[config.mk]
export PLATFORM = sky130hd
export DESIGN_NAME = comparator_4bit
export DESIGN_NICKNAME = d
export VERILOG_FILES = /design/src/rtl/comparator_pkg.sv /design/src/rtl/comparator_slice.sv /design/src/rtl/comparator_4bit.sv
export SDC_FILE = /design/constraint.sdc
export NUM_CORES = 1
export LEC_CHECK = 0
export CORE_AREA = 2 2 39 41
export DETAILED_ROUTE_END_ITERATION = 7
export DIE_AREA = 0 0 41 43
export GPL_TIMING_DRIVEN = 0
export PLACE_DENSITY_LB_ADDON = 0.3
export RECOVER_POWER = 100
export SETUP_SLACK_MARGIN = 0.2
export SLEW_MARGIN = 5
export SYNTH_ARGS = -nofsm -noshare
export SYNTH_HDL_FRONTEND = slang
export SYNTH_HIERARCHICAL = 1
export SYNTH_SLANG_ARGS = --single-unit
[constraint.sdc]
create_clock -name clk -period 3 [get_ports clk]
set_clock_uncertainty 0.2 [all_clocks]
set_input_delay 0.6 -clock clk [delete_from_list [all_inputs] [get_ports clk]]
set_output_delay 0.6 -clock clk [all_outputs]
set_load 0.01 [all_outputs]
[src/rtl/comparator_pkg.sv]
// Shared result encoding for the registered magnitude comparator.
// Flags are packed {Equal, Bigger, Lower}; exactly one bit is set for any valid result.
package comparator_pkg;

    typedef logic [2:0] res_t;

    localparam res_t RES_EQ   = 3'b100;
    localparam res_t RES_GT   = 3'b010;
    localparam res_t RES_LT   = 3'b001;
    localparam res_t RES_NONE = 3'b000;

    function automatic res_t pack_flags(input logic eq, input logic gt, input logic lt);
        return {eq, gt, lt};
    endfunction

endpackage

[src/rtl/comparator_slice.sv]
// One bit of an MSB-first compare cascade: purely combinational, no state.
// The first differing bit from the top decides; lower bits only matter while still equal.
module comparator_slice
    import comparator_pkg::*;
(
    input  logic i_a,
    input  logic i_b,
    input  logic i_gt,
    input  logic i_lt,
    input  logic i_eq,
    output logic o_gt,
    output logic o_lt,
    output logic o_eq
);

    logic w_bit_gt;
    logic w_bit_lt;

    assign w_bit_gt = i_a & ~i_b;
    assign w_bit_lt = ~i_a & i_b;

    always_comb begin
        o_gt = i_gt;
        o_lt = i_lt;
        o_eq = 1'b0;
        if (i_eq) begin
            o_gt = w_bit_gt;
            o_lt = w_bit_lt;
            o_eq = ~(w_bit_gt | w_bit_lt);
        end
    end

endmodule

[src/rtl/comparator_4bit.sv]
// Registered A/B magnitude comparator, 1-cycle latency, unsigned or two's-complement.
// No backpressure: every in_valid cycle yields one result with out_valid the cycle after.
module comparator_4bit
    import comparator_pkg::*;
#(
    parameter int WIDTH  = 4,
    parameter bit SIGNED = 1'b0
) (
    input  logic             clk,
    input  logic             rst,
    input  logic             in_valid,
    input  logic [WIDTH-1:0] A,
    input  logic [WIDTH-1:0] B,
    output logic             Equal,
    output logic             Bigger,
    output logic             Lower,
    output logic             out_valid
);

    // Cascade node k carries the verdict over bits [WIDTH-1:k]; node WIDTH is the "all equal" seed.
    logic [WIDTH:0] w_gt;
    logic [WIDTH:0] w_lt;
    logic [WIDTH:0] w_eq;
    res_t           w_res;

    res_t r_flags;
    logic r_out_valid;

    assign w_gt[WIDTH] = 1'b0;
    assign w_lt[WIDTH] = 1'b0;
    assign w_eq[WIDTH] = 1'b1;

    for (genvar i = WIDTH - 1; i >= 0; i--) begin : g_chain
        logic w_a;
        logic w_b;

        // A set sign bit means the smaller value, so the MSB cell sees its operands swapped.
        if (SIGNED && (i == WIDTH - 1)) begin : g_sign
            assign w_a = B[i];
            assign w_b = A[i];
        end else begin : g_mag
            assign w_a = A[i];
            assign w_b = B[i];
        end

        comparator_slice u_slice (
            .i_a  (w_a),
            .i_b  (w_b),
            .i_gt (w_gt[i+1]),
            .i_lt (w_lt[i+1]),
            .i_eq (w_eq[i+1]),
            .o_gt (w_gt[i]),
            .o_lt (w_lt[i]),
            .o_eq (w_eq[i])
        );
    end

    assign w_res = pack_flags(w_eq[0], w_gt[0], w_lt[0]);

    always_ff @(posedge clk) begin
        if (rst) begin
            r_flags     <= RES_NONE;
            r_out_valid <= 1'b0;
        end else begin
            r_out_valid <= in_valid;
            if (in_valid) begin
                r_flags <= w_res;
            end
        end
    end

    assign {Equal, Bigger, Lower} = r_flags;
    assign out_valid              = r_out_valid;

endmodule

==> results of run 1 <==
-- per-stage QoR --
step	total power [mW]	worst slack [ns]	util	cell area, um2	std cells
2_1_floorplan	0.0859	0.687	-	397	44
5_1_grt	0.186	0.144	0.419	579	77
6_report	0.173	0.268	0.419	579	77
3_3_place_gp	0.111	0.105	0.402	557	74
3_5_place_dp	0.112	0.102	0.402	557	74
4_1_cts	0.177	0.325	0.419	579	77
-- flip-flops by register name, indices dropped and copies added (netlist names) --
signal / cells
r_flags: 3
out_valid: 1
-- layer usage --
| metal | vias to the layer above | GRT usage |
|---|---|---|
| li1 | 163 | - |
| met1 | 122 | 0.0994 |
| met2 | 12 | 0.116 |
| met3 | 0 | 0.0157 |
| met4 | 0 | 0.0400 |
| met5 | - | 0 |
-- tightest hold or removal path: cells and delay by family (launching register included) --
family        cells  cell delay, ns
flops             1            0.31
simple gates      1            0.08
mux               1            0.06
-- logic make-up (layout without fill, tap and decap cells) --
group	after synthesis	after routing
other cells	2	5
buf+inv	8	25
fa+ha+maj	8	8
simple gates	8	8
mux	11	11
flops	4	4
-- worst max-delay path by stage --
stage	end	slack (ns)
floorplan	r_flags[0]	0.69
global placement	r_flags[0]	0.10
detailed placement	r_flags[1]	0.10
CTS	r_flags[1]	0.32
global route	r_flags[0]	0.14
finish	r_flags[1]	0.27
-- cells in the final DEF (no fill, tap or decap), drive strengths merged --
master	n
mux2i	3
conb	5
dlygate4sd3	6
inv	8
ha	8
nor2b	1
and2	4
clkdlybuf4s50	8
nor2	3
mux2	8
clkbuf	3
dfxtp	4
-- power by group --
part / total (mW) / switching (mW) / internal, mW
combinational: 0.0509 / 0.0180 / 0.0329
sequential: 0.0574 / 0.00102 / 0.0564
clock: 0.0643 / 0.0197 / 0.0446
-- final cells by class --
cell class                      instances  area, um2  share of cell area
Sequential cell                         4       80.1               0.138
Timing Repair Buffer                   14        140               0.242
Tap cell                               16       20.0              0.0346
Multi-Input combinational cell         32        287               0.495
Clock buffer                            3       22.5              0.0389
Inverter                                8       30.0              0.0518
==> key figures, run 1 <==
Status
  • Status: finished, final reports clean

Critical path
  • CP max FO: 3
  • Crit-path leading delay family: multiplexers
  • Required @ worst endpoint: 2.92 ns
  • Critical path data arrival time: 2.65 ns
  • Number of buffers and inverters on the critical path: 2
  • R2R cell count: 2
  • Worst Path Class, Setup: primary input to flip-flop
  • Crit-path cells: dlygate4sd3_1 > inv_1 > ha_1 > and2_2 > mux2_2 > mux2_2 > mux2_2 > mux2i_1 > nor2_1
  • Crit path launch: A[3]
  • Slowest cell on crit path: dlygate4sd3_1
  • Worst path max stage delay: 0.55 ns
  • FF-to-FF Start: r_flags[1]
  • CP startpoint kind: primary input
  • RR Endpoint: r_flags[1]
  • Reg-to-reg slack, setup: 2.21 ns
  • CP endpoint kind: flip-flop
  • Critical path depth: 9
  • Crit path top cell by count: mux2_2

Yosys
  • Cell variety after synth: 9
  • Post-synthesis sequential area ratio: 0.208
  • List of most frequent post-synthesis cells: ha_1, inv_1, mux2_2, and2_2, dfxtp_1
  • Post-synthesis area per instance: 9.40 um2
  • Adder-cell share of the synthesized area: 0.260
  • #FFs+latches synth: 4
  • Post-Synth XOR/XNOR Area: 0
  • Syn Inst Count: 41
  • Cell taking the most area after synthesis: ha_1
  • Largest family of logic cells by synthesized area: multiplexers
  • Ys flop type: dfxtp_1
  • Async set-reset flop share out of synthesis: 0
  • Post-synth top area share: 0.260
  • Leading post-synthesis cells by cell area: ha_1, mux2_2, dfxtp_1
  • Synthesized area: 385 um2
  • Post-synth EDFFs: 0
  • Synth warn: 6
  • Mux contribution to synthesized area: 0.312
  • Synth Area in Compound Gates: 0
  • Simple-gate share of the synthesized area: 0.123

Timing
  • Endpoints failing hold: 0
  • Final setup vio count: 0
  • Max Clock Freq: 0.366 GHz
  • Period utilization: 0.911
  • Max Slew Vio Count: 0
  • Setup_tns: 0 ns
  • Min Hold Slack: 0.291 ns
  • Unrepaired setup endpoints after global routing: false
  • Tmin final: 2.73 ns

Floorplanning
  • Initial core utilization: 0.278
  • Std-Cell Rows: 14
  • Die height: 43 um
  • Die area: 1760 um2
  • # IOs: 15
  • Die X: 41 um
  • Core area: 1380 um2

CTS
  • Hold-fix buffers, CTS: 0
  • Num CTS Buffers: 3
  • Worst-Skew Late Latency: 0.23 ns
  • # resized after CTS: 0
  • Clock transition at path regs: 0.04 ns
  • Num Clock Sinks: 4
  • Maximum root-to-sink buffer count: 2
  • Root Buffer: clkbuf_4
  • CTS tree: yes
  • Total setup buffers inserted after CTS: 0
  • H-tree levels: 1

Drt
  • Wire length per cell: 7.05 um
  • DR WL met3: 46 um
  • Drt drc: 0
  • DR top layer: met3
  • Routed met1 length: 257 um
  • Initial DRC count: 0
  • Final Routed Wirelength: 543 um
  • DR WL met2: 239 um
  • Drt via density: 3.86
  • Remaining antenna violation count: 0
  • DR vias: 297
  • Drt first pass iters: 1

GRT
  • Gr ovfl total: 0
  • Vias in the first global route: 271
  • Gr usage total: 0.0772
  • First-pass GRT wire length: 952 um
  • Largest net degree at the start of global routing: 5
  • Initial antenna violation count: 0

Power and ir drop
  • Pwr dens: 298 nW/um2
  • VDD IR max: 231 uV
  • P_leak: 0.306 nW

Hold path
  • Hold path startpoint: r_flags[0]
  • Worst hold path type: flip-flop to flip-flop
  • WHS Endpoint: r_flags[0]
  • Hold depth: 2

Placement
  • DP Wirelength: 468 um
  • GPL Wtd Cong: 0.601
  • Port bufs: 14

Final layout
  • Layout area overhead: 50.3%
  • Nets: 82
  • Layout cells sized above 1: 0.246
  • FILL cells: 140
  • ANT cells: 0

Job
  • Max-cap violations: 0
(Power assumes the default switching activity.)
==> run 2, diff against run 1 <==
- GPL_ROUTABILITY_DRIVEN: not set -> 0
==> results of run 2 <==
The final DEF is identical to that of run 1; final timing and power are the same.
==> run 3, diff against run 2 <==
- CTS_CLUSTER_DIAMETER: not set -> 40
==> results of run 3 <==
The final DEF is identical to that of run 1; final timing and power are the same.
